## src/rtl/core_pkg.sv

```systemverilog
// Minimal stand-in for the core package: only the operand type used on the
// store/load operand ports of rvv_core.
package core_pkg;

  typedef logic [31:0] vrf_data_t;

endpackage : core_pkg

```

## src/rtl/vrf_op_loopback.sv

```systemverilog
// Memory stand-in: store operands from the core are queued in order and
// handed back as load operands once they have aged by Latency cycles.
module vrf_op_loopback
  import core_pkg::*;
#(
  parameter int unsigned Depth   = 8,
  parameter int unsigned Latency = 2
) (
  input  logic                       clk_i,
  input  logic                       rst_ni,
  input  logic                       flush_i,
  input  logic                       store_op_valid_i,
  input  vrf_data_t                  store_op_i,
  output logic                       store_op_gnt_o,
  output logic                       load_op_valid_o,
  output vrf_data_t                  load_op_o,
  input  logic                       load_op_ready_i,
  output logic [$clog2(Depth+1)-1:0] count_o,
  output logic [31:0]                stores_total_o,
  output logic [31:0]                loads_total_o
);

  localparam int unsigned AgeW = 4;
  localparam int unsigned PtrW = $clog2(Depth);
  localparam int unsigned CntW = $clog2(Depth + 1);
  localparam logic [AgeW-1:0] LatAge   = AgeW'(Latency);
  localparam logic [CntW-1:0] DepthCnt = CntW'(Depth);

  vrf_data_t       r_data [Depth];
  logic [AgeW-1:0] r_age  [Depth];
  logic [PtrW-1:0] r_wr_ptr;
  logic [PtrW-1:0] r_rd_ptr;
  logic [CntW-1:0] r_count;
  logic [31:0]     r_stores;
  logic [31:0]     r_loads;
  logic            w_push;
  logic            w_pop;

  // No pass-through: a full buffer refuses the store even if the head leaves now.
  assign store_op_gnt_o  = rst_ni && store_op_valid_i && (r_count < DepthCnt) && !flush_i;
  assign w_push          = store_op_gnt_o;
  assign load_op_valid_o = (r_count != '0) && (r_age[r_rd_ptr] >= LatAge);
  assign load_op_o       = load_op_valid_o ? r_data[r_rd_ptr] : '0;
  assign w_pop           = load_op_valid_o && load_op_ready_i;

  assign count_o        = r_count;
  assign stores_total_o = r_stores;
  assign loads_total_o  = r_loads;

  always_ff @(posedge clk_i) begin
    if (w_push) begin
      r_data[r_wr_ptr] <= store_op_i;
    end
  end

  // Stale ages of free slots are harmless: a push always restarts the slot at 0.
  always_ff @(posedge clk_i or negedge rst_ni) begin
    if (!rst_ni) begin
      for (int i = 0; i < int'(Depth); i++) begin
        r_age[i] <= '0;
      end
    end else begin
      for (int i = 0; i < int'(Depth); i++) begin
        if (w_push && (r_wr_ptr == PtrW'(i))) begin
          r_age[i] <= '0;
        end else if (r_age[i] < LatAge) begin
          r_age[i] <= r_age[i] + AgeW'(1);
        end
      end
    end
  end

  always_ff @(posedge clk_i or negedge rst_ni) begin
    if (!rst_ni) begin
      r_wr_ptr <= '0;
      r_rd_ptr <= '0;
      r_count  <= '0;
      r_stores <= '0;
      r_loads  <= '0;
    end else begin
      if (w_push) begin
        r_stores <= r_stores + 32'd1;
      end
      if (w_pop) begin
        r_loads <= r_loads + 32'd1;
      end
      if (flush_i) begin
        r_wr_ptr <= '0;
        r_rd_ptr <= '0;
        r_count  <= '0;
      end else begin
        if (w_push) begin
          r_wr_ptr <= r_wr_ptr + PtrW'(1);
        end
        if (w_pop) begin
          r_rd_ptr <= r_rd_ptr + PtrW'(1);
        end
        if (w_push && !w_pop) begin
          r_count <= r_count + CntW'(1);
        end else if (w_pop && !w_push) begin
          r_count <= r_count - CntW'(1);
        end
      end
    end
  end

endmodule : vrf_op_loopback

```

## config.mk

```make
export PLATFORM = sky130hd
export DESIGN_NAME = vrf_op_loopback
export DESIGN_NICKNAME = d
export VERILOG_FILES = /design/src/rtl/core_pkg.sv /design/src/rtl/vrf_op_loopback.sv
export SDC_FILE = /design/constraint.sdc
export NUM_CORES = 1
export LEC_CHECK = 0
export ABC_CLOCK_PERIOD_IN_PS = 5200
export CORE_AREA = 10 10 174 241
export DETAILED_ROUTE_END_ITERATION = 12
export DIE_AREA = 0 0 184 251
export PLACE_DENSITY_LB_ADDON = 0.3
export SLEW_MARGIN = 25
export SYNTH_ARGS = -nofsm -noshare
export SYNTH_HDL_FRONTEND = slang
export SYNTH_SLANG_ARGS = --single-unit
```

## constraint.sdc

```tcl
create_clock -name clk_i -period 5.2 [get_ports clk_i]
set_clock_uncertainty 0.1 [all_clocks]
set_input_delay 1.04 -clock clk_i [delete_from_list [all_inputs] [get_ports clk_i]]
set_output_delay 1.04 -clock clk_i [all_outputs]
set_load 0.005 [all_outputs]
```

==> results.json, run 1 <==
{
  "grt_max_degree": 71,
  "grtUsageMet1_pct": 16.4,
  "dr.pass1.iters": 4,
  "ys_seq_area_share_pct": 70.2,
  "max-cap-violations": 0,
  "post-place-ws_ns": 1.07,
  "power.leakage_nw": 6.15,
  "tns_ns": 0,
  "cts_root_buf": "clkbuf_16",
  "synth_top_area_share_pct": 52.2,
  "dp.final_hpwl_microns": 19700,
  "multi_input_area_sq_um": 4250,
  "nets": 1093,
  "rrSetupSlack_ns": 2.02,
  "synthSimpleGateAreaFrac_pct": 7.30,
  "crit_end": "load_op_o[14]",
  "async_flop_share_pct": 29.3,
  "syn_avg_cell_area_sq_um": 16.8,
  "r2r_end": "count_o[3]",
  "drtIter0Drc": 408,
  "use_met2_pct": 24.1,
  "slew_violations": 0,
  "synthAdderAreaFrac_pct": 1.75,
  "vdd_drop_max_mv": 0.361,
  "grt-ovfl-total": 0,
  "area_growth_pct": 20.9,
  "antenna_found_initial": 1,
  "synth.most_common_cell": "edfxtp_1",
  "crit_path_end_kind": "output port",
  "critical_path_arrival_ns": 3.49,
  "yosysWarningCount": 0,
  "ctsResizeCount": 0,
  "required_ns": 4.06,
  "rsz0062_at_grt": "no",
  "synth_ff_type": "edfxtp_1",
  "coreArea_sq_um": 37400,
  "hp-class": "reg2reg",
  "synth_area_leaders": "edfxtp_1, dfrtp_1, mux4_2, xnor2_1, mux2i_1",
  "initial_core_util_pct": 39.4,
  "drive_above_1_share_pct": 14.2,
  "hold_path_depth": 1,
  "setup_viol": 0,
  "cts_tree": "built",
  "synth_xor_xnor_area_share_pct": 4.52,
  "finalCriticalPeriod_ns": 4.63,
  "final_cells": 1533,
  "critPathKind": "reg2out",
  "cp_max_fo": 25,
  "vias": 8007,
  "viasPerCell": 5.22,
  "cts_inserted_buffers": 36,
  "yosys.area.top_type": "edfxtp_1",
  "r2r-start": "r_rd_ptr[1]",
  "synth_top_family_by_area": "multiplexers",
  "synth_cell_types": 49,
  "routedWlPerCell_microns": 20.5,
  "grt_pass1_wl_microns": 49800,
  "setup_ws_ns": 0.575,
  "regArea_sq_um": 10300,
  "die_y_microns": 251,
  "clock_sinks": 362,
  "cts.htree.levels": 2,
  "grt_use_total_pct": 13.7,
  "period_share_pct": 88.9,
  "insertion_delay_ns": 0.52,
  "timing.slew.headroom_pct": 41.9,
  "final_cell_area_sq_um": 17800,
  "port_buffers": 138,
  "synth_mux_area_share_pct": 12.2,
  "dpl_cell_area_sq_um": 16700,
  "die_x_microns": 184,
  "fillCellCount": 3213,
  "synth_edf_count": 256,
  "boundaryPins": 139,
  "drtAntennaViolNets": 0,
  "synth_compound_area_share_pct": 2.62,
  "worst-r2r-cell-count": 9,
  "startpoint": "r_rd_ptr[0]",
  "top_usage_layer": "met2",
  "path_clk_slew_ns": 0.06,
  "rows": 84,
  "hold_viol": 0,
  "cts_setup_buffers": 0,
  "grt_pass1_vias": 8597,
  "status": "completed",
  "power_density_nw_per_um2": 427,
  "fmax_mhz": 216,
  "die_area_sq_um": 46200,
  "syn_inst": 877,
  "ys_ff_latch": 362,
  "wirelength_microns": 31500,
  "clk_path_buf_depth": 3,
  "dp.cells": 1470,
  "routabilityCongestion": 0.740,
  "tightest_slew_ns": 0.872,
  "syn-cell-area_sq_um": 14700,
  "postCtsHoldBufs": 0,
  "final_util_pct": 47.6,
  "drcViolationCount": 0,
  "synthesis.nets": 934,
  "grt_use_met3_pct": 3.36,
  "synth_commonest_cells": "edfxtp_1, dfrtp_1, nor2_1, mux4_2, xnor2_1",
  "worstSetupStartpointType": "flop",
  "diodes": 0
}
## metrics by stage
step                hold slack [ns]  power (mW)
finish                        0.365        7.60
CTS                           0.368        7.75
global placement              0.354        5.35
global route                  0.394        8.02
floorplan                     0.365        4.46
detailed placement            0.359        5.38
## report_power, final
part | internal [mW] | total, mW | switching (mW)
combinational | 1.00 | 1.87 | 0.866
clock | 1.30 | 2.34 | 1.04
sequential | 3.22 | 3.40 | 0.180
## per-layer routing
layer	wire [microns]	up-vias
li1	-	3666
met1	12800	4106
met2	16200	190
met3	1870	43
met4	565	2
met5	9	-
## area by class of cell
type	count	share of cell area, %
sequential	362	58.1
multi-input combinational	471	23.8
timing repair buffer	155	8.58
clock buffer	44	5.34
tap	473	3.32
clock inverter	18	0.506
inverter	10	0.281
## registers in the layout, indices dropped and copies added, names as in the netlist
signal	flops
r_rd_ptr	3
r_wr_ptr	3
loads_total_o	32
count_o	4
r_age	32
r_data	256
stores_total_o	32
## worst max-delay path: stages, from the launching register on
cell             delay [ns]
dfrtp_4                0.65
nor2b_1                0.20
a22oi_1                0.22
a21o_1                 0.35
nand2b_2               0.46
buf_4                  0.38
nor2_1                 0.15
clkdlybuf4s50_1        0.52
## cell usage in the layout, fill, tap and decap left out, types with 2 or more instances in the layout
cell | netlist | routed
a21boi_0 | 9 | 9
a21o_1 | 5 | 5
a21oi_1 | 43 | 43
and3_1 | 13 | 13
and4_1 | 7 | 7
buf_4 | 1 | 17
clkbuf_1 | 13 | 6
clkbuf_16 | 0 | 36
clkbuf_8 | 0 | 2
clkdlybuf4s50_1 | 0 | 137
clkinv_1 | 0 | 12
clkinv_2 | 0 | 4
clkinv_8 | 1 | 2
dfrtp_1 | 106 | 103
dfrtp_2 | 0 | 2
edfxtp_1 | 256 | 256
ha_1 | 19 | 19
inv_1 | 9 | 9
mux2i_1 | 34 | 34
mux4_2 | 64 | 64
nand2_1 | 36 | 36
nand3_1 | 21 | 21
nand4_1 | 15 | 15
nor2_1 | 75 | 71
nor2_4 | 0 | 4
nor2b_1 | 3 | 3
nor3_1 | 23 | 19
nor3_2 | 2 | 6
nor4_1 | 3 | 2
or3_1 | 2 | 2
xnor2_1 | 52 | 52
xor2_1 | 24 | 24
## worst min-delay path by stage
stage / from / endpoint / slack, ns
after floorplan: loads_total_o[31] / loads_total_o[31] / 0.36
after global routing: loads_total_o[31] / loads_total_o[31] / 0.39
after detailed placement: loads_total_o[31] / loads_total_o[31] / 0.36
final: loads_total_o[31] / loads_total_o[31] / 0.37
after CTS: loads_total_o[31] / loads_total_o[31] / 0.37
after global placement: loads_total_o[31] / loads_total_o[31] / 0.35
## logic make-up (layout without fill, tap and decap cells)
group | Yosys count | in the layout
AO/OA/AOI/OAI | 64 | 64
XOR/XNOR | 76 | 76
adder cells (fa/ha/maj) | 20 | 20
buffers and inverters | 44 | 227
flip-flops | 362 | 362
multiplexers | 99 | 99
AND/OR/NAND/NOR | 212 | 212
No activity file was read; power rests on OpenSTA's default activity.
==> run 2, diff against run 1 <==
- SKIP_LAST_GASP: unset -> 1
==> results of run 2 <==
Same layout as run 1: the final DEF is identical, and so are final timing and power.
==> run 3, diff against run 2 <==
- DONT_BUFFER_PORTS: unset -> 1
==> run 3 against run 2 <==
Against the previous run:
- combinational power decreased by 30%
- count of clock-buffer cells in the layout decreased by 1
- core utilization fell by 3.6 points
- via count decreased by 6.5%
- cell area fell by 7.5%
- sequential power about the same
- sequential share of layout area grew 4.7 points
- die area unchanged
- fmax up 6.9%
- worst setup slack improved by 0.30 ns
- first-iteration DRC count increased by 0.25%
- largest cell class unchanged
==> results.json, run 3 (synthesis results as in run 1) <==
{
  "status": "completed",
  "max-cap-violations": 0,
  "path_clk_slew_ns": 0.06,
  "worstSetupStartpointType": "flop",
  "routabilityCongestion": 0.776,
  "mostFrequentLayoutCells": "edfxtp_1, dfrtp_1, nor2_1",
  "critical_path_arrival_ns": 3.19,
  "viasPerCell": 5.37,
  "cts_setup_buffers": 0,
  "tns_ns": 0,
  "fmax_mhz": 231,
  "insertion_delay_ns": 0.52,
  "vdd_drop_max_mv": 0.362,
  "period_share_pct": 83.2,
  "timing.slew.headroom_pct": 36.3,
  "dp.final_hpwl_microns": 19300,
  "slew_violations": 0,
  "hold_viol": 0,
  "dr.pass1.iters": 5,
  "postCtsHoldBufs": 0,
  "r2r-start": "r_rd_ptr[1]",
  "fillCellCount": 3247,
  "routedWlPerCell_microns": 22.1,
  "ctsResizeCount": 0,
  "largest_reg_flops": 256,
  "drive_above_1_share_pct": 17.5,
  "topRoutingLayerUsed": "met4",
  "final_util_pct": 44.0,
  "finalCriticalPeriod_ns": 4.33,
  "required_ns": 4.06,
  "vias": 7487,
  "tightest_slew_ns": 0.954,
  "rsz0062_at_grt": "no",
  "wirelength_microns": 30800,
  "cts_root_buf": "clkbuf_16",
  "clock_sinks": 362,
  "area_growth_pct": 11.8,
  "power_density_nw_per_um2": 437,
  "die_area_sq_um": 46200,
  "coreArea_sq_um": 37400,
  "grt_max_degree": 108,
  "setup_viol": 0,
  "antenna_found_initial": 0,
  "initial_core_util_pct": 39.4,
  "drtAntennaViolNets": 0,
  "die_y_microns": 251,
  "hp-class": "in2async",
  "cts.htree.levels": 2,
  "met2WireLength_microns": 15600,
  "grt_pass1_vias": 8000,
  "cp_max_fo": 34,
  "cts_inserted_buffers": 36,
  "rows": 84,
  "m1WireLength_microns": 12000,
  "drcViolationCount": 0,
  "port_buffers": 0,
  "nets": 955,
  "crit_path_end_kind": "output port",
  "largest-register": "r_data",
  "critPathKind": "reg2out",
  "power.leakage_nw": 5.69,
  "diodes": 0,
  "cts_tree": "built",
  "drtIter0Drc": 409,
  "boundaryPins": 139,
  "grt_pass1_wl_microns": 47700,
  "die_x_microns": 184,
  "grt_use_total_pct": 13.3,
  "clk_path_buf_depth": 3,
  "whs_ns": 0.122,
  "grt-ovfl-total": 0,
  "startpoint": "r_rd_ptr[1]",
  "layout_commonest_cell": "edfxtp_1",
  "wl_met3_microns": 2460
}
-- run 3: changes by cell type in the layout (fill, tap and decap cells not counted), sizes merged --
cell,delta
clkinv,-2
bufinv,+2
clkbuf,-1
clkdlybuf4s50,-137
buf,-1
clkinvlp,+1
-- run 3: metal layers --
| metal | global-route usage, % | vias up |
|---|---|---|
| li1 | - | 3389 |
| met1 | 15.5 | 3846 |
| met2 | 23.0 | 207 |
| met3 | 3.96 | 45 |
| met4 | 4.15 | 0 |
| met5 | 0 | - |
-- run 3: power breakdown --
part           internal [mW]  total [mW]  switching [mW]
registers               3.22        3.43           0.214
logic                  0.574        1.30           0.724
clock network           1.42        2.47            1.05
total                   5.21        7.20            1.99
-- run 3: worst paths after layout --
kind | slack [ns] | end | cells past startpoint
setup reg to reg | 1.93 | count_o[3] | 9
max in group asynchronous | 4.71 | r_rd_ptr[0] | 0
min in group clk_i | 0.40 | loads_total_o[31] | 1
setup / recovery | 0.87 | load_op_o[19] | 6
hold / removal | 0.12 | stores_total_o[29] | 0
hold reg to reg | 0.40 | loads_total_o[31] | 1
-- run 3: cell type report --
type | instances | area (sq um) | area share (%)
multi-input cells | 471 | 4240 | 25.7
repair buffers | 17 | 128 | 0.775
well taps | 473 | 592 | 3.59
flip-flops and latches | 362 | 10300 | 62.8
clock buffers | 43 | 957 | 5.81
inverters | 10 | 50.0 | 0.304
clock inverters | 19 | 159 | 0.965
-- run 3: critical path: stages (launching register included) --
cell and delay, ns:
dfrtp_2 0.87, nor2_1 0.11, a22oi_2 0.23, a21o_1 0.38
nand2b_2 0.50, buf_4 0.39, nor2_1 0.18
-- run 3: per-stage QoR --
stage                     setup slack (ns)  total power, mW  instances  instance area, sq um
after floorplan                      0.776             4.46        877                 14700
after global placement                1.39             4.81       1333                 15400
after detailed placement              1.34             4.84       1333                 15400
after CTS                            0.775             7.33       1395                 16500
after global routing                 0.603             7.55       1395                 16500
final                                0.872             7.20       1395                 16500
